`src/rtl/asmd_seq_multiplier_if.sv`:
```
// Request/response bundle between a controller and the ASMD sequential multiplier.
// The controller drives start and operands; the multiplier returns product and status.
interface asmd_seq_multiplier_if #(
    parameter int WORD_LENGTH = 8
);
    logic                       start;
    logic [WORD_LENGTH-1:0]     word0;
    logic [WORD_LENGTH-1:0]     word1;
    logic                       signed_mode;
    logic                       accumulate;
    logic [2*WORD_LENGTH-1:0]   product;
    logic                       ready;
    logic                       done;
    logic                       acc_overflow;

    modport master (
        output start, word0, word1, signed_mode, accumulate,
        input  product, ready, done, acc_overflow
    );

    modport slave (
        input  start, word0, word1, signed_mode, accumulate,
        output product, ready, done, acc_overflow
    );
endinterface

```
`src/rtl/asmd_seq_multiplier.sv`:
```
// Shift-add sequential multiplier: signed/unsigned, optional accumulate, early exit on the
// multiplier's highest set bit, one-cycle done pulse and sticky accumulate-overflow flag.
module asmd_seq_multiplier #(
    parameter int WORD_LENGTH = 8
) (
    input  logic                    clk,
    input  logic                    reset,
    asmd_seq_multiplier_if.slave    bus
);
    localparam int PW = 2 * WORD_LENGTH;
    localparam int MW = WORD_LENGTH + 1;

    localparam logic [1:0] ST_IDLE   = 2'd0;
    localparam logic [1:0] ST_WORK   = 2'd1;
    localparam logic [1:0] ST_FINISH = 2'd2;

    logic [1:0]     r_state;
    logic [PW-1:0]  r_mcand;
    logic [MW-1:0]  r_mplier;
    logic [PW-1:0]  r_partial;
    logic           r_sign;
    logic           r_acc;
    logic           r_signed;
    logic [PW-1:0]  r_product;
    logic           r_ready;
    logic           r_done;
    logic           r_ovf;

    logic           w_neg0;
    logic           w_neg1;
    logic [MW-1:0]  w_ext0;
    logic [MW-1:0]  w_ext1;
    logic [MW-1:0]  w_mag0;
    logic [MW-1:0]  w_mag1;
    logic [MW-1:0]  w_mplier_next;
    logic [PW-1:0]  w_result;
    logic [PW:0]    w_sum;
    logic           w_ovf;

    // One extra bit of magnitude so the most-negative operand negates without wrapping.
    assign w_neg0 = bus.signed_mode & bus.word0[WORD_LENGTH-1];
    assign w_neg1 = bus.signed_mode & bus.word1[WORD_LENGTH-1];
    assign w_ext0 = {w_neg0, bus.word0};
    assign w_ext1 = {w_neg1, bus.word1};
    assign w_mag0 = w_neg0 ? -w_ext0 : w_ext0;
    assign w_mag1 = w_neg1 ? -w_ext1 : w_ext1;

    assign w_mplier_next = r_mplier >> 1;
    assign w_result      = r_sign ? -r_partial : r_partial;
    assign w_sum         = {1'b0, r_product} + {1'b0, w_result};

    // Signed overflow: equal operand signs producing a sum of the other sign.
    assign w_ovf = r_signed
                 ? ((r_product[PW-1] == w_result[PW-1]) && (w_sum[PW-1] != r_product[PW-1]))
                 : w_sum[PW];

    always_ff @(posedge clk) begin
        if (reset) begin
            r_state   <= ST_IDLE;
            r_mcand   <= '0;
            r_mplier  <= '0;
            r_partial <= '0;
            r_sign    <= 1'b0;
            r_acc     <= 1'b0;
            r_signed  <= 1'b0;
            r_product <= '0;
            r_ready   <= 1'b1;
            r_done    <= 1'b0;
            r_ovf     <= 1'b0;
        end else begin
            r_done <= 1'b0;
            case (r_state)
                ST_IDLE: begin
                    if (bus.start) begin
                        r_mcand   <= {{(PW-MW){1'b0}}, w_mag0};
                        r_mplier  <= w_mag1;
                        r_partial <= '0;
                        r_sign    <= w_neg0 ^ w_neg1;
                        r_acc     <= bus.accumulate;
                        r_signed  <= bus.signed_mode;
                        r_ready   <= 1'b0;
                        r_state   <= (w_mag1 != '0) ? ST_WORK : ST_FINISH;
                    end
                end
                ST_WORK: begin
                    if (r_mplier[0]) begin
                        r_partial <= r_partial + r_mcand;
                    end
                    r_mcand  <= r_mcand << 1;
                    r_mplier <= w_mplier_next;
                    // Leave as soon as no set bits remain above the current one.
                    if (w_mplier_next == '0) begin
                        r_state <= ST_FINISH;
                    end
                end
                ST_FINISH: begin
                    if (r_acc) begin
                        r_product <= w_sum[PW-1:0];
                        r_ovf     <= r_ovf | w_ovf;
                    end else begin
                        r_product <= w_result;
                        r_ovf     <= 1'b0;
                    end
                    r_ready <= 1'b1;
                    r_done  <= 1'b1;
                    r_state <= ST_IDLE;
                end
                default: begin
                    r_state <= ST_IDLE;
                    r_ready <= 1'b1;
                end
            endcase
        end
    end

    assign bus.product      = r_product;
    assign bus.ready        = r_ready;
    assign bus.done         = r_done;
    assign bus.acc_overflow = r_ovf;
endmodule

```
`src/flat_wrapper.sv`:
```
// flat-port wrapper written by rule: the top's interface ports become plain ports
module asmd_seq_multiplier_flat 
#(
    parameter int WORD_LENGTH = 8
)
  (clk, reset, bus_start, bus_word0, bus_word1, bus_signed_mode, bus_accumulate, bus_product, bus_ready, bus_done, bus_acc_overflow);
  asmd_seq_multiplier_if #(.WORD_LENGTH(WORD_LENGTH)) bus_i ();
  input  logic clk;
  input  logic reset;
  input wire logic [$bits(bus_i.start)-1:0] bus_start;
  input wire logic [$bits(bus_i.word0)-1:0] bus_word0;
  input wire logic [$bits(bus_i.word1)-1:0] bus_word1;
  input wire logic [$bits(bus_i.signed_mode)-1:0] bus_signed_mode;
  input wire logic [$bits(bus_i.accumulate)-1:0] bus_accumulate;
  output wire logic [$bits(bus_i.product)-1:0] bus_product;
  output wire logic [$bits(bus_i.ready)-1:0] bus_ready;
  output wire logic [$bits(bus_i.done)-1:0] bus_done;
  output wire logic [$bits(bus_i.acc_overflow)-1:0] bus_acc_overflow;
  assign bus_i.start = bus_start;
  assign bus_i.word0 = bus_word0;
  assign bus_i.word1 = bus_word1;
  assign bus_i.signed_mode = bus_signed_mode;
  assign bus_i.accumulate = bus_accumulate;
  assign bus_product = bus_i.product;
  assign bus_ready = bus_i.ready;
  assign bus_done = bus_i.done;
  assign bus_acc_overflow = bus_i.acc_overflow;
  asmd_seq_multiplier #(.WORD_LENGTH(WORD_LENGTH)) u_core (.clk(clk), .reset(reset), .bus(bus_i));
endmodule
```
`config.mk`:
```
export PLATFORM = sky130hd
export DESIGN_NAME = asmd_seq_multiplier_flat
export DESIGN_NICKNAME = d
export VERILOG_FILES = /design/src/rtl/asmd_seq_multiplier_if.sv /design/src/rtl/asmd_seq_multiplier.sv /design/src/flat_wrapper.sv
export SDC_FILE = /design/constraint.sdc
export NUM_CORES = 1
export LEC_CHECK = 0
export ABC_AREA = 1
export CAP_MARGIN = 20
export CORE_MARGIN = 10
export CORE_UTILIZATION = 30
export CTS_CLUSTER_DIAMETER = 200
export CTS_CLUSTER_SIZE = 12
export DETAILED_ROUTE_END_ITERATION = 8
export PLACE_DENSITY = 0.54
export REMOVE_ABC_BUFFERS = 1
export SLEW_MARGIN = 30
export SYNTH_ARGS = -nofsm -noshare
export SYNTH_HDL_FRONTEND = slang
export SYNTH_SLANG_ARGS = --single-unit
export TNS_END_PERCENT = 10
```
`constraint.sdc`:
```
create_clock -name clk -period 7.05 [get_ports clk]
set_input_delay 1.41 -clock clk [delete_from_list [all_inputs] [get_ports clk]]
set_output_delay 1.41 -clock clk [all_outputs]
set_load 0.01 [all_outputs]
```
==> Word level (Yosys, flattened, before mapping) <==
Index checks and enable logic that the tools add are counted.
{ "totals": {"n_memories": 0, "regBits": 65, "romBits": 0, "elab_cells": 58, "latch_bits": 0, "mem_bits_rw": 0} }
{ "op_classes": {"n_eq_ne": 7, "n_div": 0, "n_bitwise": 5, "muxes": 20, "reduce_logical": 10, "shift": 0, "n_addsub": 5, "multipliers": 0, "order_cmp": 0} }
{ "op_table": {"columns": ["op", "count"], "rows": [
  ["$mux W16", 5],
  ["$pmux W16 S2", 2],
  ["$mux W9", 3],
  ["$neg A9 Y9", 2],
  ["$pmux W9 S2", 1],
  ["$add A16 B16 Y17", 1],
  ["$add A16 B16 Y16", 1],
  ["$neg A16 Y16", 1],
  ["$logic_not A9 Y1", 1],
  ["$reduce_bool A9 Y1", 1],
  ["$reduce_and A2 Y1", 4],
  ["$mux W2", 3],
  ["$mux W1", 4],
  ["$ne A2 B1 Y1 const B", 2],
  ["$pmux W2 S2", 1],
  ["$reduce_and A3 Y1", 1],
  ["$and A1 B1 Y1", 2],
  ["$eq A2 B1 Y1 const B", 1],
  ["$eq A2 B2 Y1 const B", 1],
  ["$logic_not A2 Y1", 1],
  ["$ne A2 B2 Y1 const B", 1],
  ["$pmux W1 S2", 1],
  ["$reduce_bool A2 Y1", 1],
  ["$eq A1 B1 Y1", 1],
  ["other kinds (5)", 5]
]} }

==> Depth between registers and ports, before layout <==
Gate-level depths: netlist of the first run.
{ "depth": {"depth_word": 8, "mapped_depth": 21, "depth_no_buf": 21} }

==> Worst setup path before layout of the first run <==
No wires, ideal clock.
{ "synth_path": {"path_type": "input to register", "from": "input bus_word1[1]", "to": "register u_core.r_state[0]", "arrival_time_ps": 2356, "path_buffers": 0, "setup_time_ps": 70, "stages": 9, "path_slack_ps": 4624, "cell_sequence": "inv_1 ha_1 nand2_1 o21ai_0 xor2_1 nor2_1 nand3_1 nand2_1 a21oi_1"} }
{ "synth_via": {"elab_chain_len": 6} }
{ "synth_rtl": {"columns": ["item", "line_no", "source"], "rows": [
  ["from (decl)", "flat_wrapper.sv:12", "input wire logic [$bits(bus_i.word1)-1:0] bus_word1;"],
  ["$neg A9 Y9", "asmd_seq_multiplier.sv:46", "assign w_mag1 = w_neg1 ? -w_ext1 : w_ext1;"],
  ["$mux W9 (*)", "asmd_seq_multiplier.sv:46", null],
  ["$reduce_bool A9 Y1 (*)", "asmd_seq_multiplier.sv:82", "r_state <= (w_mag1 != '0) ? ST_WORK : ST_FINISH;"],
  ["$mux W2 (*)", "asmd_seq_multiplier.sv:82", null],
  ["$mux W2 (*)", "asmd_seq_multiplier.sv:74", "if (bus.start) begin"],
  ["$pmux W2 S2 (*)", "asmd_seq_multiplier.sv:72", "case (r_state)"],
  ["to (signal assigned)", "asmd_seq_multiplier.sv:82", null],
  ["to (decl)", "asmd_seq_multiplier.sv:17", "logic [1:0] r_state;"]
]} }
Mark *: on every way between the ends. The rest lies on a longest branch, timed or not. The select of a mux whose other input is x is not followed.
A chain may end at the register's enable or synchronous reset.

==> Worst setup path in the final report of the first run <==
{ "layout_path": {"from": "register u_core.r_partial[1]", "to": "register u_core.r_ovf (netlist: u_core.bus.acc_overflow)"} }
{ "layout_via": {"elab_chain_len": 8, "word_cells_on_any_way": 9, "classes_between": "add/sub: 2; eq/ne: 2; mux: 3; bitwise: 1; reduce/logical: 1"} }
{ "layout_rtl": {"columns": ["item", "line_no", "source"], "rows": [
  ["from (decl)", "asmd_seq_multiplier.sv:20", "logic [PW-1:0] r_partial;"],
  ["from (signal assigned)", "asmd_seq_multiplier.sv:87", "r_partial <= r_partial + r_mcand;"],
  ["$neg A16 Y16", "asmd_seq_multiplier.sv:49", "assign w_result = r_sign ? -r_partial : r_partial;"],
  ["$mux W16 (*)", "asmd_seq_multiplier.sv:49", null],
  ["$add A16 B16 Y17", "asmd_seq_multiplier.sv:50", "assign w_sum = {1'b0, r_product} + {1'b0, w_result};"],
  ["$ne A1 B1 Y1", "asmd_seq_multiplier.sv:54", "? ((r_product[PW-1] == w_result[PW-1]) && (w_sum[PW-1] != r_product[PW-1]))"],
  ["$logic_and A1 B1 Y1", "asmd_seq_multiplier.sv:54", null],
  ["$mux W1 (*)", "asmd_seq_multiplier.sv:54", null],
  ["$or A1 B1 Y1 (*)", "asmd_seq_multiplier.sv:99", "r_ovf <= r_ovf | w_ovf;"],
  ["$mux W1 (*)", "asmd_seq_multiplier.sv:97", "if (r_acc) begin"],
  ["to (signal assigned)", "asmd_seq_multiplier.sv:99", null],
  ["to (decl)", "asmd_seq_multiplier.sv:27", "logic r_ovf;"]
]} }
Mark *: on every way between the ends. The rest lies on a longest branch, timed or not.

==> results.yml, run 1 <==
job:
  maxCapViolations: 0
clocking:
  worstSkewPairLatency_ps: 350
  cts_buffer_depth: 2
  cts_hold_buffers: 0
  numCtsBuffers: 9
  h-tree-depth: 3
  cts_tree: "done"
  cts_resized: 0
  cts_sinks: 65
  cts.clk_slew.worst_paths_ps: 60
  cts_root_buf: "clkbuf_16"
  cts_setup_buffers: 0
sta:
  tightest_slew_ps: 626
  finalClockSkew_ps: 10.1
  tns_ps: 0
  period_share_pct: 41.9
  timing.fmax_mhz: 339
  timing.hold.ws_ps: 464
  rsz0062_at_grt: "no"
  hold_viol: 0
  slew_headroom_pct: 58.2
  period_needed_ps: 2950
  setup-violations-final: 0
  maxSlewViolCount: 0
route:
  drc: 0
  drtPass1Iterations: 5
  ant_nets: 0
  drt_iter0_markers: 181
  drt-total-wl_mm: 13.3
  post_drt_wl_per_cell_um: 12.9
  vias: 4873
  via_per_inst: 4.74
die:
  coreArea_um2: 16500
  die_h_um: 149
  start_util_pct: 30.4
  io_pins: 40
  rows: 47
  die_x_um: 149
  dieArea_um2: 22200
critical_path:
  cp.arrival_ps: 3240
  rr_startpoint: "u_core.r_partial[1]$_SDFFE_PP0P_"
  crit_type: "reg -> reg"
  cp-start-kind: "flip-flop"
  critPathMaxFanout: 5
  crit_start: "u_core.r_partial[1]$_SDFFE_PP0P_"
  cp.required_ps: 7340
  cp-end-kind: "flip-flop"
pwr:
  ir_worst_vdd_uv: 121
  clockPowerShare_pct: 42.8
  swShare_pct: 31.2
  internal-power_mw: 0.739
  p_sw_mw: 0.334
  pwr-share-seq_pct: 38.2
  pwr-share-comb_pct: 19.0
  power.density_nw_per_um2: 184
  p_leak_nw: 2.69
global_route:
  grt.total_usage_pct: 12.4
  grt_antenna_before_repair: 0
  grt_pass1_vias: 4652
  gr-total-overflow: 0
  grt_pass1_wl_mm: 22.4
  grt_start_max_net_pins: 48
yosys:
  async_flop_share_pct: 0
  ys_ff_latch: 65
  synth.distinct_cells: 46
  synthFlopType: "dfxtp_1"
  avgSynthCellArea_um2: 6.47
  synth_top_area_share_pct: 26.0
  synth_edf_count: 0
  mappedNetlistArea_um2: 5000
  syn_inst: 773
  yosys_warnings: 0
  synth_seq_area_share_pct: 26.0
  yosys.area.top_type: "dfxtp_1"
  yosys-top-cells-area: "dfxtp_1, nand2_1, a21oi_1"
placement:
  gp_congestion: 0.841
  io_buffers: 39
  dp_hpwl_mm: 10.3
finish:
  fin_nets: 861
  antenna-diode-count: 0
  drive_gt1_share_pct: 4.70
  nFillCells: 1817
  syn2layout_area_growth_pct: 16.7
worst_hold_path:
  worstHoldStart: "u_core.bus.acc_overflow$_SDFFE_PP0P_"
  hold_class: "reg -> reg"
run_status:
  status: "complete, no violations"
[per-stage QoR]
stage	util, %	setup WS (ps)	total power [mW]	instance area (µm²)	std cells
2_1_floorplan	-	4620	0.558	4880	754
3_3_place_gp	33.6	3860	0.626	5540	1013
3_5_place_dp	33.6	3860	0.625	5540	1013
4_1_cts	35.4	4090	1.09	5840	1029
5_1_grt	35.5	3660	1.13	5840	1029
6_report	35.5	4100	1.07	5840	1029
[worst max-delay path: stages, from the launching register on]
cell and delay (ps):
dfxtp_1 340, inv_1 120, ha_1 180, nand3_1 130
nor3_1 400, nor2_1 100, xor2_1 250, ha_1 330
nand2_1 120, inv_1 50, a21oi_1 140, nand2_1 170
nand2_1 120, nand2_1 90, nand2_1 70, nand3_1 70
nand2_1 60, nand2_1 70, a21oi_1 110
[power groups by stage]
stage / Combinational [mW] / Clock (mW) / Sequential, mW
CTS: 0.207 / 0.474 / 0.410
global placement: 0.206 / 0 / 0.419
detailed placement: 0.207 / 0 / 0.418
global route: 0.233 / 0.486 / 0.414
floorplan: 0.145 / 0 / 0.413
finish: 0.204 / 0.459 / 0.410
[layout make-up]
class,instances,area (µm²),share of cell area (%)
flip-flops and latches,65,1300,22.3
clock buffers,11,233,3.99
repair buffers,39,388,6.64
clock inverters,5,63.8,1.09
multi-input cells,602,3240,55.5
well taps,220,275,4.71
inverters,87,337,5.77
[path summary, 6_finish.rpt]
kind / end / slack [ps] / cells past startpoint
worst min register to register: u_core.bus.acc_overflow$_SDFFE_PP0P_ / 460 / 2
worst min-delay path: u_core.bus.acc_overflow$_SDFFE_PP0P_ / 460 / 2
worst max-delay path: u_core.bus.acc_overflow$_SDFFE_PP0P_ / 4100 / 18
worst max register to register: u_core.bus.acc_overflow$_SDFFE_PP0P_ / 4100 / 18
[per-layer routing]
layer	track usage, %	share of wire [%]	wire length (µm)	up-vias
met3	3.73	4.7	625	13
met5	0	0	0	-
met2	21.6	47	6300	84
met4	3.39	1.2	153	0
li1	-	-	-	2629
met1	14.5	47	6210	2147
[placed cells by master (no fill, tap or decap), types with 7 or more instances in the layout]
master and n:
clkbuf_16 9, o22ai_1 7, ha_1 34, nand2_1 229
xor2_1 17, clkdlybuf4s50_1 38, o21ai_0 30, nor3_1 7
a21oi_1 90, o21ai_1 10, inv_1 79, dfxtp_1 65
nand3_1 52, nor2_1 59
[cells by family after synthesis]
kind of cell / Yosys count / synth area share, %
buf+inv: 106 / 9.20
flops: 65 / 26.0
xor+xnor: 19 / 3.33
compound gates: 176 / 19.8
fa+ha+maj: 36 / 9.30
simple gates: 371 / 32.3
[state kept, by name, summed over array words and instances, names as in the netlist]
name                     count
u_core.bus.done              1
u_core.r_acc                 1
u_core.r_mcand              16
u_core.bus.product          16
u_core.bus.ready             1
u_core.bus.acc_overflow      1
u_core.r_partial            16
u_core.r_mplier              9
u_core.r_state               2
u_core.r_signed              1
u_core.r_sign                1
[cells in the mapped netlist (4+ instances only)]
| library cell | n |
|---|---|
| nand2_1 | 229 |
| o21ai_0 | 30 |
| inv_4 | 4 |
| o21ai_1 | 10 |
| a21oi_1 | 90 |
| a31oi_1 | 5 |
| inv_1 | 79 |
| buf_4 | 5 |
| nor3_1 | 7 |
| nand3_1 | 52 |
| clkbuf_1 | 6 |
| o21bai_1 | 6 |
| ha_1 | 34 |
| o22ai_1 | 7 |
| nor2_8 | 5 |
| nand3b_1 | 4 |
| xor2_1 | 17 |
| dfxtp_1 | 65 |
| o211ai_1 | 5 |
| inv_2 | 4 |
| buf_6 | 4 |
| nor2_1 | 59 |
No activity file was read; power rests on OpenSTA's default activity.
==> inputs of run 2 (changes only) <==
--- a/config.mk
+++ b/config.mk
@@ -12,7 +12,7 @@
 export CTS_CLUSTER_DIAMETER = 200
 export CTS_CLUSTER_SIZE = 12
 export DETAILED_ROUTE_END_ITERATION = 8
-export PLACE_DENSITY = 0.54
+export PLACE_DENSITY = 0.55
 export REMOVE_ABC_BUFFERS = 1
 export SLEW_MARGIN = 30
 export SYNTH_ARGS = -nofsm -noshare
==> constraint.sdc (replaced) <==
create_clock -name clk -period 2.6 [get_ports clk]
set_input_delay 0.52 -clock clk [delete_from_list [all_inputs] [get_ports clk]]
set_output_delay 0.52 -clock clk [all_outputs]
set_load 0.01 [all_outputs]
==> run 2 against run 1 <==
Hold slack improved by 2.0 ps. Count of clock-buffer cells in the layout rose by 1. Sequential cell count did not move. Sequential power rose to 2.7 times the previous value. Maximum frequency rose by 20%. Clock power rose to 3.0 times the previous value. Clock skew fell by 1.7 ps. Largest power group unchanged.
==> results.yml, run 2 (synthesis results as in run 1) <==
global_route:
  grt_antenna_before_repair: 0
  grt_pass1_vias: 4763
  grt_pass1_wl_mm: 23.3
  grt.total_usage_pct: 12.8
  grt_util_met3_pct: 2.79
  busiest_layer: "met2"
  use_met1_pct: 15.9
  grt_start_max_net_pins: 47
  met2_usage_pct: 21.6
  gr-total-overflow: 0
clocking:
  cts_hold_buffers: 0
  cts_sinks: 65
  cts_root_buf: "clkbuf_16"
  worstSkewPairLatency_ps: 340
  cts_buffer_depth: 2
  cts.clk_slew.worst_paths_ps: 60
  numCtsBuffers: 9
  h-tree-depth: 3
  cts_tree: "done"
route:
  via_per_inst: 4.77
  drc: 0
  drt_iter0_markers: 330
  drtPass1Iterations: 4
  post_drt_wl_per_cell_um: 13.5
  drt-total-wl_mm: 14.3
  ant_nets: 0
  vias: 5034
placement:
  gp_congestion: 0.921
  place_area_um2: 5690
  dp_hpwl_mm: 10.7
  io_buffers: 39
die:
  io_pins: 40
  die_x_um: 149
  rows: 47
  die_h_um: 149
  start_util_pct: 30.4
  coreArea_um2: 16500
  dieArea_um2: 22200
critical_path:
  cp.arrival_ps: 2680
  rr_startpoint: "u_core.r_partial[1]$_SDFFE_PP0P_"
  cp-start-kind: "flip-flop"
  crit_start: "u_core.r_partial[1]$_SDFFE_PP0P_"
  cp.required_ps: 2810
  crit_end: "u_core.bus.product[9]$_SDFFE_PP0P_"
  crit_type: "reg -> reg"
  r2r-end: "u_core.bus.product[9]$_SDFFE_PP0P_"
  ff2ff_setup_slack_ps: 130
  cp-end-kind: "flip-flop"
  critPathMaxFanout: 5
  reg2reg_depth: 18
finish:
  final_common_cell: "nand2_1"
  antenna-diode-count: 0
  drive_gt1_share_pct: 15.1
  postLayoutCoreUtil_pct: 38.5
  fin_nets: 888
  syn2layout_area_growth_pct: 26.6
  final_area_um2: 6330
  final_cell_mix: "nand2_1, a21oi_1, inv_1"
sta:
  rsz0062_at_grt: "yes"
  tightest_slew_ps: 557
  period_needed_ps: 2470
  timing.hold.ws_ps: 466
  slew_headroom_pct: 62.8
  timing.fmax_mhz: 406
  period_share_pct: 94.8
  finalClockSkew_ps: 8.43
  hold_viol: 0
  maxSlewViolCount: 0
  setup-violations-final: 0
pwr:
  power.density_nw_per_um2: 494
  ir_worst_vdd_uv: 320
  p_leak_nw: 2.86
  power.total_mw: 3.13
worst_hold_path:
  hold_class: "reg -> reg"
job:
  maxCapViolations: 0
run_status:
  status: "complete, no violations"
-- run 2: through the flow --
| stage | TNS [ps] | setup slack (ps) | instances |
|---|---|---|---|
| after floorplan | 0 | 215 | 754 |
| after global placement | -34.5 | -18.8 | 1033 |
| after detailed placement | -163 | -80.5 | 1033 |
| after CTS | 0 | 7.05 | 1049 |
| after global routing | -187 | -40.6 | 1056 |
| final | 0 | 134 | 1056 |
-- run 2: report_power, final --
| part | switching [mW] | leakage [nW] | internal [mW] |
|---|---|---|---|
| logic | 0.395 | 2.18 | 0.252 |
| registers | 0.0530 | 0.531 | 1.05 |
| clock network | 0.485 | 0.155 | 0.892 |
-- run 2: worst min-delay path by stage --
| stage | startpoint | endpoint | slack (ps) | depth (start not counted) |
|---|---|---|---|---|
| 2_1_floorplan | u_core.r_mplier[8]$_SDFFE_PP0P_ | u_core.r_mplier[8]$_SDFFE_PP0P_ | 440 | 2 |
| 3_3_place_gp | u_core.r_mplier[8]$_SDFFE_PP0P_ | u_core.r_mplier[8]$_SDFFE_PP0P_ | 460 | 2 |
| 3_5_place_dp | u_core.r_mplier[8]$_SDFFE_PP0P_ | u_core.r_mplier[8]$_SDFFE_PP0P_ | 460 | 2 |
| 4_1_cts | u_core.r_mplier[8]$_SDFFE_PP0P_ | u_core.r_mplier[8]$_SDFFE_PP0P_ | 470 | 2 |
| 5_1_grt | u_core.r_mcand[15]$_SDFFE_PP0P_ | u_core.r_mcand[15]$_SDFFE_PP0P_ | 490 | 2 |
| 6_report | u_core.r_mplier[8]$_SDFFE_PP0P_ | u_core.r_mplier[8]$_SDFFE_PP0P_ | 470 | 2 |
-- run 2: worst max-delay path: stages, from the launching register on --
cell	delay, ps
dfxtp_1	320
inv_2	100
ha_4	160
nand3_4	90
nor3_4	240
nor2_2	70
xor2_2	160
ha_2	380
nand2_1	90
nand2_2	90
inv_1	50
o21bai_1	200
inv_1	60
nand2_1	80
nand2_1	50
nand2_1	50
nor2_1	40
nor2_1	80
nor2_1	40
-- run 2: cell type report --
type | instances | area (µm²)
fill | 1772 | 10100
multi-input combinational | 602 | 3500
sequential | 65 | 1310
timing repair buffer | 66 | 588
inverter | 87 | 337
tap | 220 | 275
clock buffer | 12 | 256
clock inverter | 4 | 75.1
-- run 2: repair_timing --
action	CTS	global route
setup buffers	0	7
gates resized for setup	4	68
pin swaps	0	14
hold endpoints to repair	0	0
endpoints found under the setup margin	4	10
-- run 2: layer usage --
metal / up-vias / share of wire [%] / routed length (µm)
met5: - / 0 / 0
met4: 0 / 1.2 / 167
met3: 16 / 3.7 / 526
met2: 86 / 48 / 6800
met1: 2252 / 47 / 6770
li1: 2680 / - / -
==> inputs of run 3 (changes only) <==
--- a/config.mk
+++ b/config.mk
@@ -8,12 +8,12 @@
 export ABC_AREA = 1
 export CAP_MARGIN = 20
 export CORE_MARGIN = 10
-export CORE_UTILIZATION = 30
+export CORE_UTILIZATION = 54
 export CTS_CLUSTER_DIAMETER = 200
 export CTS_CLUSTER_SIZE = 12
 export DETAILED_ROUTE_END_ITERATION = 8
-export PLACE_DENSITY = 0.55
-export REMOVE_ABC_BUFFERS = 1
+export GPL_TIMING_DRIVEN = 0
+export PLACE_DENSITY = 0.85
 export SLEW_MARGIN = 30
 export SYNTH_ARGS = -nofsm -noshare
 export SYNTH_HDL_FRONTEND = slang
==> run 3 against run 2 <==
Cell count decreased by 9.7%. Via count increased by 13%. Largest power group is now registers. Maximum frequency decreased by 5.4%. Clock power decreased by 29%. Design area decreased by 0.97%. Critical path depth increased by 3. The flow now finishes with violations (negative setup slack). Non-clock buffer count increased by 7. Critical path type unchanged. Sequential cell count unchanged. Clock skew increased by 7.2 ps.
==> results.yml, run 3 (synthesis results as in run 1) <==
run_status:
  status: "finished, violations left"
  violations: "negative setup slack"
sta:
  period_share_pct: 100
  timing.hold.ws_ps: 462
  rsz0062_at_grt: "yes"
  slew_headroom_pct: 50.8
  period_needed_ps: 2610
  tightest_slew_ps: 739
  timing.fmax_mhz: 384
  hold_viol: 0
  setup_ws_ps: -6.47
  setup-violations-final: 1
  maxSlewViolCount: 0
  finalClockSkew_ps: 15.6
critical_path:
  cp-start-kind: "flip-flop"
  reg2reg_depth: 21
  cp.arrival_ps: 2910
  cp.required_ps: 2910
  timing.critical_path.mode_cell: "nand2_2"
  worstSetupPathDepth: 21
  path_delay_family: "simple AND/OR/NAND/NOR gates"
  max_stage_delay_ps: 360
  cpMaxStageDelayCell: "dfxtp_4"
  critPathMaxFanout: 4
  critPathBufInv: 3
  crit_type: "reg -> reg"
  cp-end-kind: "flip-flop"
  path_cells: "inv_4 > ha_4 > nand3_4 > nor3_4 > buf_4 > nand2_1 > nand2_1 > nand2_2 > a21boi_2 > ha_4 > nand2_4 > inv_1 > nand2_1 > nand2_2 > a21oi_4 > nand2_2 > nand2_2 > nand3_2 > nand2_2 > nand2_2 > a21oi_2"
route:
  ant_nets: 0
  vias: 5686
  drc: 0
  drt_iter0_markers: 512
  via_per_inst: 5.96
  drt-total-wl_mm: 15.3
  post_drt_wl_per_cell_um: 16.0
  drtPass1Iterations: 5
pwr:
  internal-power_mw: 1.88
  p_sw_mw: 0.932
  p_leak_nw: 2.87
  power.density_nw_per_um2: 449
  ir_worst_vdd_uv: 228
  pwr-share-seq_pct: 39.5
  clockPowerShare_pct: 35.0
  swShare_pct: 33.1
  pwr-share-comb_pct: 25.5
  power.total_mw: 2.82
clocking:
  cts_hold_buffers: 0
  worstSkewPairLatency_ps: 370
  numCtsBuffers: 9
  h-tree-depth: 3
  cts_root_buf: "clkbuf_8"
  cts_buffer_depth: 2
  cts_tree: "done"
  cts_sinks: 65
  cts.clk_slew.worst_paths_ps: 80
global_route:
  grt_start_max_net_pins: 13
  use_met1_pct: 24.7
  grt.total_usage_pct: 21.0
  gr-total-overflow: 0
  busiest_layer: "met2"
  grt_util_met3_pct: 3.03
  met2_usage_pct: 36.3
  grt_pass1_vias: 5203
  grt_antenna_before_repair: 0
  grt_pass1_wl_mm: 23.2
die:
  die_h_um: 116
  start_util_pct: 54.9
  die_x_um: 116
  dieArea_um2: 13500
  io_pins: 40
  coreArea_um2: 9110
  rows: 35
placement:
  dpl_worst_slack_ps: -370
  gp_congestion: 0.959
  place_area_um2: 5530
  io_buffers: 39
  dp_hpwl_mm: 10.8
finish:
  nFillCells: 722
  multiInputGateArea_um2: 3610
  seq_area_um2: 1320
  syn2layout_area_growth_pct: 25.4
  drive_gt1_share_pct: 17.7
  final_cell_mix: "nand2_1, a21oi_1, inv_1"
  antenna-diode-count: 0
  final_area_um2: 6270
  final_common_cell: "nand2_1"
  fin_nets: 895
yosys:
  syn_nets: 830
job:
  maxCapViolations: 0
worst_hold_path:
  hold_class: "reg -> reg"
  hold_depth: 2
run 3: final cells by class:
| class | instances | area share (%) |
|---|---|---|
| Buffer | 19 | 2.13 |
| Clock buffer | 9 | 1.97 |
| Timing Repair Buffer | 54 | 8.02 |
| Inverter | 87 | 5.55 |
| Multi-Input combinational cell | 602 | 57.6 |
| Tap cell | 111 | 2.21 |
| Clock inverter | 7 | 1.52 |
| Sequential cell | 65 | 21.0 |
run 3: worst paths after layout:
check                                  startpoint                                   end  slack [ps]
max              u_core.r_partial[1]$_SDFFE_PP0P_  u_core.bus.acc_overflow$_SDFFE_PP0P_          -6
min          u_core.bus.acc_overflow$_SDFFE_PP0P_  u_core.bus.acc_overflow$_SDFFE_PP0P_         460
min reg2reg  u_core.bus.acc_overflow$_SDFFE_PP0P_  u_core.bus.acc_overflow$_SDFFE_PP0P_         460
max reg2reg      u_core.r_partial[1]$_SDFFE_PP0P_  u_core.bus.acc_overflow$_SDFFE_PP0P_          -6
run 3: timing repair:
action	in CTS	in global routing
endpoints found under the setup margin	10	12
endpoints found under the hold margin	0	0
resized for setup	25	83
buffers inserted	3	12
pin swaps	6	23
run 3: worst register-to-register path, stage by stage, from the launching register on:
cell and delay (ps):
dfxtp_4 360, inv_4 80, ha_4 150, nand3_4 100
nor3_4 160, buf_4 140, nand2_1 40, nand2_1 70
nand2_2 60, a21boi_2 180, ha_4 240, nand2_4 80
inv_1 50, nand2_1 80, nand2_2 80, a21oi_4 160
nand2_2 110, nand2_2 80, nand3_2 70, nand2_2 70
nand2_2 60, a21oi_2 130
run 3: through the flow:
stage | utilization, % | TNS [ps] | cells
final | 68.9 | -6.47 | 954
after global routing | 68.9 | -617 | 954
after CTS | 64.6 | -7.33 | 942
after floorplan | - | 0 | 773
after detailed placement | 60.7 | -1830 | 923
after global placement | 60.7 | -1040 | 923
run 3: layer usage:
metal / vias to the layer above / wire length, µm
met2: 277 / 7380
li1: 2696 / -
met5: - / 0
met1: 2650 / 6060
met3: 63 / 1190
met4: 0 / 625
run 3: power groups by stage:
stage	Clock [mW]	Sequential, mW	Combinational [mW]
5_1_grt	1.03	1.12	0.789
3_3_place_gp	0	1.13	0.578
6_report	0.985	1.11	0.718
4_1_cts	0.980	1.11	0.630
3_5_place_dp	0	1.13	0.598
2_1_floorplan	0	1.12	0.440
